$ cat src/rtl/seq_restoring_divider.sv
// rtl/seq_restoring_divider.sv - multi-cycle unsigned restoring divider
//
// Accepts a dividend/divisor pair through a start/ready handshake and runs
// one shift-subtract-restore step per clock for WIDTH clocks, then presents
// a registered quotient, remainder and divide-by-zero flag together with a
// one-cycle done pulse. A zero divisor skips the iterations entirely.
//
// Ports:
//   clk          rising-edge clock
//   rst          asynchronous active-high reset
//   start        division request, sampled only while ready=1
//   dividend     unsigned dividend, sampled on the accepting edge
//   divisor      unsigned divisor, sampled on the accepting edge
//   ready        high in IDLE (combinational decode of state)
//   busy         high while iterations are in progress
//   done         one-cycle pulse when results become valid
//   quotient     result, held until the next completion
//   remainder    result, held until the next completion
//   div_by_zero  set with the results when the divisor was zero

module seq_restoring_divider #(
    parameter int WIDTH = 4
) (
    input  logic             clk,
    input  logic             rst,
    input  logic             start,
    input  logic [WIDTH-1:0] dividend,
    input  logic [WIDTH-1:0] divisor,
    output logic             ready,
    output logic             busy,
    output logic             done,
    output logic [WIDTH-1:0] quotient,
    output logic [WIDTH-1:0] remainder,
    output logic             div_by_zero
);

    localparam int CW = $clog2(WIDTH + 1);

    typedef enum logic [1:0] {
        IDLE   = 2'd0,
        DIVIDE = 2'd1,
        DONE   = 2'd2
    } state_t;

    state_t state;
    state_t state_next;

    // Partial remainder carries one extra bit so the trial subtraction's
    // sign can be read directly from its MSB.
    logic [WIDTH:0]   a;
    logic [WIDTH-1:0] q;
    logic [WIDTH-1:0] m;
    logic [CW-1:0]    cnt;

    logic [2*WIDTH:0] aq_shift;
    logic [WIDTH:0]   a_shift;
    logic [WIDTH-1:0] q_shift;
    logic [WIDTH:0]   trial;
    logic [WIDTH:0]   a_step;
    logic [WIDTH-1:0] q_step;
    logic             divisor_zero;
    logic             last_iter;

    assign ready = (state == IDLE);

    // One iteration of the restoring algorithm, computed from the current
    // registers and committed on the next edge while in DIVIDE.
    always_comb begin
        aq_shift = {a, q} << 1;
        a_shift  = aq_shift[2*WIDTH:WIDTH];
        q_shift  = aq_shift[WIDTH-1:0];
        trial    = a_shift - {1'b0, m};
        if (trial[WIDTH]) begin
            // Negative trial: divisor did not fit, keep the shifted value.
            a_step = a_shift;
            q_step = {q_shift[WIDTH-1:1], 1'b0};
        end else begin
            a_step = trial;
            q_step = {q_shift[WIDTH-1:1], 1'b1};
        end
    end

    assign divisor_zero = (divisor == '0);
    assign last_iter    = (state == DIVIDE) && (cnt == CW'(1));

    always_ff @(posedge clk or posedge rst) begin
        if (rst) begin
            state <= IDLE;
        end else begin
            state <= state_next;
        end
    end

    always_comb begin
        state_next = state;
        case (state)
            IDLE: begin
                if (start) begin
                    state_next = divisor_zero ? DONE : DIVIDE;
                end
            end
            DIVIDE: begin
                if (last_iter) begin
                    state_next = DONE;
                end
            end
            DONE: begin
                state_next = IDLE;
            end
            default: begin
                state_next = IDLE;
            end
        endcase
    end

    always_ff @(posedge clk or posedge rst) begin
        if (rst) begin
            a           <= '0;
            q           <= '0;
            m           <= '0;
            cnt         <= '0;
            busy        <= 1'b0;
            done        <= 1'b0;
            quotient    <= '0;
            remainder   <= '0;
            div_by_zero <= 1'b0;
        end else begin
            done <= 1'b0;
            case (state)
                IDLE: begin
                    if (start) begin
                        if (!divisor_zero) begin
                            a    <= '0;
                            q    <= dividend;
                            m    <= divisor;
                            cnt  <= CW'(WIDTH);
                            busy <= 1'b1;
                        end else begin
                            // Zero divisor completes immediately with a
                            // saturated quotient and the dividend passed
                            // through as remainder.
                            quotient    <= '1;
                            remainder   <= dividend;
                            div_by_zero <= 1'b1;
                            done        <= 1'b1;
                        end
                    end
                end
                DIVIDE: begin
                    a   <= a_step;
                    q   <= q_step;
                    cnt <= cnt - CW'(1);
                    if (last_iter) begin
                        quotient    <= q_step;
                        remainder   <= a_step[WIDTH-1:0];
                        div_by_zero <= 1'b0;
                        done        <= 1'b1;
                        busy        <= 1'b0;
                    end
                end
                default: begin
                end
            endcase
        end
    end

endmodule

$ cat config.mk
export PLATFORM = sky130hd
export DESIGN_NAME = seq_restoring_divider
export DESIGN_NICKNAME = d
export VERILOG_FILES = /design/src/rtl/seq_restoring_divider.sv
export SDC_FILE = /design/constraint.sdc
export NUM_CORES = 1
export LEC_CHECK = 0
export BUFFER_PORTS_ARGS = -buffer_cell sky130_fd_sc_hd__buf_2
export CORE_ASPECT_RATIO = 1.75
export CORE_MARGIN = 4
export CORE_UTILIZATION = 55
export CTS_CLUSTER_DIAMETER = 50
export DETAILED_ROUTE_END_ITERATION = 7
export PLACE_DENSITY = 0.84
export SLEW_MARGIN = 40
export SYNTH_ARGS = -nofsm -noshare
export SYNTH_HDL_FRONTEND = slang
export SYNTH_SLANG_ARGS = --single-unit
$ cat constraint.sdc
create_clock -name clk -period 2.9 [get_ports clk]
set_clock_uncertainty 0.2 [all_clocks]
set_input_delay 0.435 -clock clk [delete_from_list [all_inputs] [get_ports clk]]
set_output_delay 0.435 -clock clk [all_outputs]
set_load 0.1 [all_outputs]
==> reports/qor.yml <==
status:
  status: "finished, final reports clean"
synthesis:
  postSynth.asyncResetShare: 1.00
  ys.warnings.count: 0
  synth_area_um2: 1530
  synthTopCellsByArea: "dfrtp_1, nand2_1, nor2_1, ha_1, a31oi_1"
  syn_nets: 182
  netlist_instances: 164
  synth_fa_ha_area_frac: 0.0620
  yosys.area.top_type: "dfrtp_1"
  ys_ff_latch: 28
  yosys_most_used_dff: "dfrtp_1"
  ys_types: 38
  synth_top_family_by_area: "simple AND/OR/NAND/NOR gates"
  synth_xor_area_frac: 0.0228
  synth-edff-count: 0
  synth-compound-area-share: 0.165
  synth_commonest_cells: "dfrtp_1, nand2_1, nor2_1"
  avgSynthCellArea_um2: 9.35
  synth.most_common_cell: "dfrtp_1"
  synthSimpleGateAreaFrac: 0.225
  synthMuxAreaShare: 0.00653
  seq_area_frac_synth: 0.457
  synth_top_area_share: 0.457
clock_tree:
  clk_pin_slew_ns: 0.10
  cts-resized-gates: 0
  cts_buffer_depth: 2
  cts_setup_buffers: 0
  clock-sinks: 28
  cts_root_buf: "clkbuf_8"
  worstSkewPairLatency_ns: 0.28
  cts_tree: "built"
  cts_buffers: 3
  holdBufCountCts: 0
  cts_max_level: 1
worst_setup_path:
  startpoint_type: "register"
  r2r-end: "remainder[1]$_DFFE_PP0P_"
  slowest_delay_ns: 0.42
  r2r_setup_slack_ns: 0.34
  crit_arrival_ns: 2.49
  r2r-start: "q[3]$_DFFE_PP0P_"
  crit_family: "adder cells"
  crit_start: "q[3]$_DFFE_PP0P_"
  critical_path_peak_fanout: 9
  critPathBufInv: 1
  cp.depth: 8
  path_class: "reg -> reg"
  reg2reg_depth: 8
  worstPathCellList: "inv_1, ha_1, fa_1, nand2b_1, o2bb2ai_4, and4b_1, a311oi_1, a31oi_1"
  crit_end: "remainder[1]$_DFFE_PP0P_"
  crit_required_ns: 2.83
  worstSetupEndpointType: "register"
  critical_path.slowest_cell: "fa_1"
layout:
  drive_gt1_frac: 0.201
  nNetsFinal: 203
  area_growth_pct: 11.2
  antennaDiodeCount: 0
  fin_area_um2: 1710
global_routing:
  grt_max_degree: 29
  first_global_vias: 1320
  grt_first_pass_wirelength_um: 5550
  grt_usage: 0.196
  overflow: 0
  antenna_found_initial: 0
placed_design:
  hpwl_um: 2480
  dpl-instance-area_um2: 1630
  gp_congestion: 0.828
  portBuffers: 22
detailed_routing:
  firstDrtPassIters: 5
  remaining_drc_errors: 0
  detail_route.vias_per_cell: 6.01
  drt_wl_total_um: 3300
  initialDrtViolationCount: 47
  vias: 1269
  wire_per_inst_um: 15.7
  drt.antenna.violating_nets: 0
floorplanning:
  die_w_um: 47.9
  rows: 25
  coreArea_um2: 2690
  die_h_um: 77.9
  die-area_um2: 3730
  start_util: 0.570
  pin_count: 23
sta:
  finalCritPeriodShare: 0.883
  rsz0062_at_grt: "false"
  slew_viol_final: 0
  setup_viol: 0
  hold_viol: 0
  finalHoldWorstSlack_ns: 0.00605
  setup-tns-final_ns: 0
  slew_headroom: 0.607
  max_freq_ghz: 0.391
  period_needed_ns: 2.56
  worst_pin_slew_ns: 0.585
run:
  cap_violations: 0
hold_path:
  min_path_type: "in -> async"
worst min-delay path by stage:
| stage | startpoint | end | slack (ns) | cells past startpoint |
|---|---|---|---|---|
| after global placement | m[0]$_DFFE_PP0P_ | m[0]$_DFFE_PP0P_ | 0.27 | 2 |
| after floorplan | m[0]$_DFFE_PP0P_ | m[0]$_DFFE_PP0P_ | 0.25 | 2 |
| after CTS | rst | cnt[0]$_DFFE_PP0P_ | 0.02 | 3 |
| final | rst | cnt[0]$_DFFE_PP0P_ | 0.006 | 3 |
| after detailed placement | m[0]$_DFFE_PP0P_ | m[0]$_DFFE_PP0P_ | 0.29 | 2 |
| after global routing | rst | cnt[0]$_DFFE_PP0P_ | 0.03 | 3 |
through the flow:
| stage | utilization | worst slack (ns) | std cells |
|---|---|---|---|
| 2_1_floorplan | - | 0.503 | 164 |
| 3_3_place_gp | 0.606 | 0.542 | 207 |
| 3_5_place_dp | 0.606 | 0.412 | 207 |
| 4_1_cts | 0.633 | 0.357 | 211 |
| 5_1_grt | 0.634 | 0.239 | 211 |
| 6_report | 0.634 | 0.339 | 211 |
sequential cells by signal (all words and copies together) (netlist names), 2 cells and up:
signal     flops
a              4
cnt            3
m              4
q              4
quotient       4
remainder      4
state          2
per-layer routing:
layer / vias to the layer above / wire [um] / GRT usage / share of wire
li1: 596 / - / - / -
met1: 608 / 1220 / 0.215 / 0.37
met2: 54 / 1790 / 0.342 / 0.54
met3: 11 / 194 / 0.0255 / 0.059
met4: 0 / 102 / 0.0943 / 0.031
met5: - / 0 / 0 / 0
cells in the final DEF (no fill, tap or decap), types with 2 or more instances in the layout:
cell	instances
or3_1	3
a21oi_2	2
xnor2_1	2
buf_2	22
and4b_1	2
nand3_1	5
nor2_1	23
nor3_1	2
xor2_1	2
nand2_1	26
a31oi_1	8
a21oi_1	7
clkbuf_8	3
dfrtp_1	28
nand2b_1	3
o21ai_0	10
ha_1	6
inv_1	10
worst register-to-register path, delay by kind of cell (launching register included):
| family | cells | cell delay (ns) |
|---|---|---|
| compound gates | 3 | 0.66 |
| fa+ha+maj | 2 | 0.67 |
| buf+inv | 1 | 0.08 |
| simple gates | 2 | 0.42 |
| flops | 1 | 0.40 |
area by class of cell:
cell class,instances,area (um2)
fill,240,985
multi-input combinational,119,744
sequential,28,701
timing repair buffer,23,118
clock buffer,3,41.3
inverter,10,37.5
tap,27,33.8
clock inverter,1,30.0
cell families (layout without fill, tap and decap cells):
group | Yosys count | count (layout)
simple gates | 72 | 72
compound gates | 35 | 35
flops | 28 | 28
buf+inv | 17 | 37
fa+ha+maj | 7 | 7
xor+xnor | 4 | 4
mux | 1 | 1
Power is not shown: default switching activity piles up to over one toggle a cycle in this logic, so the estimate is an artifact.
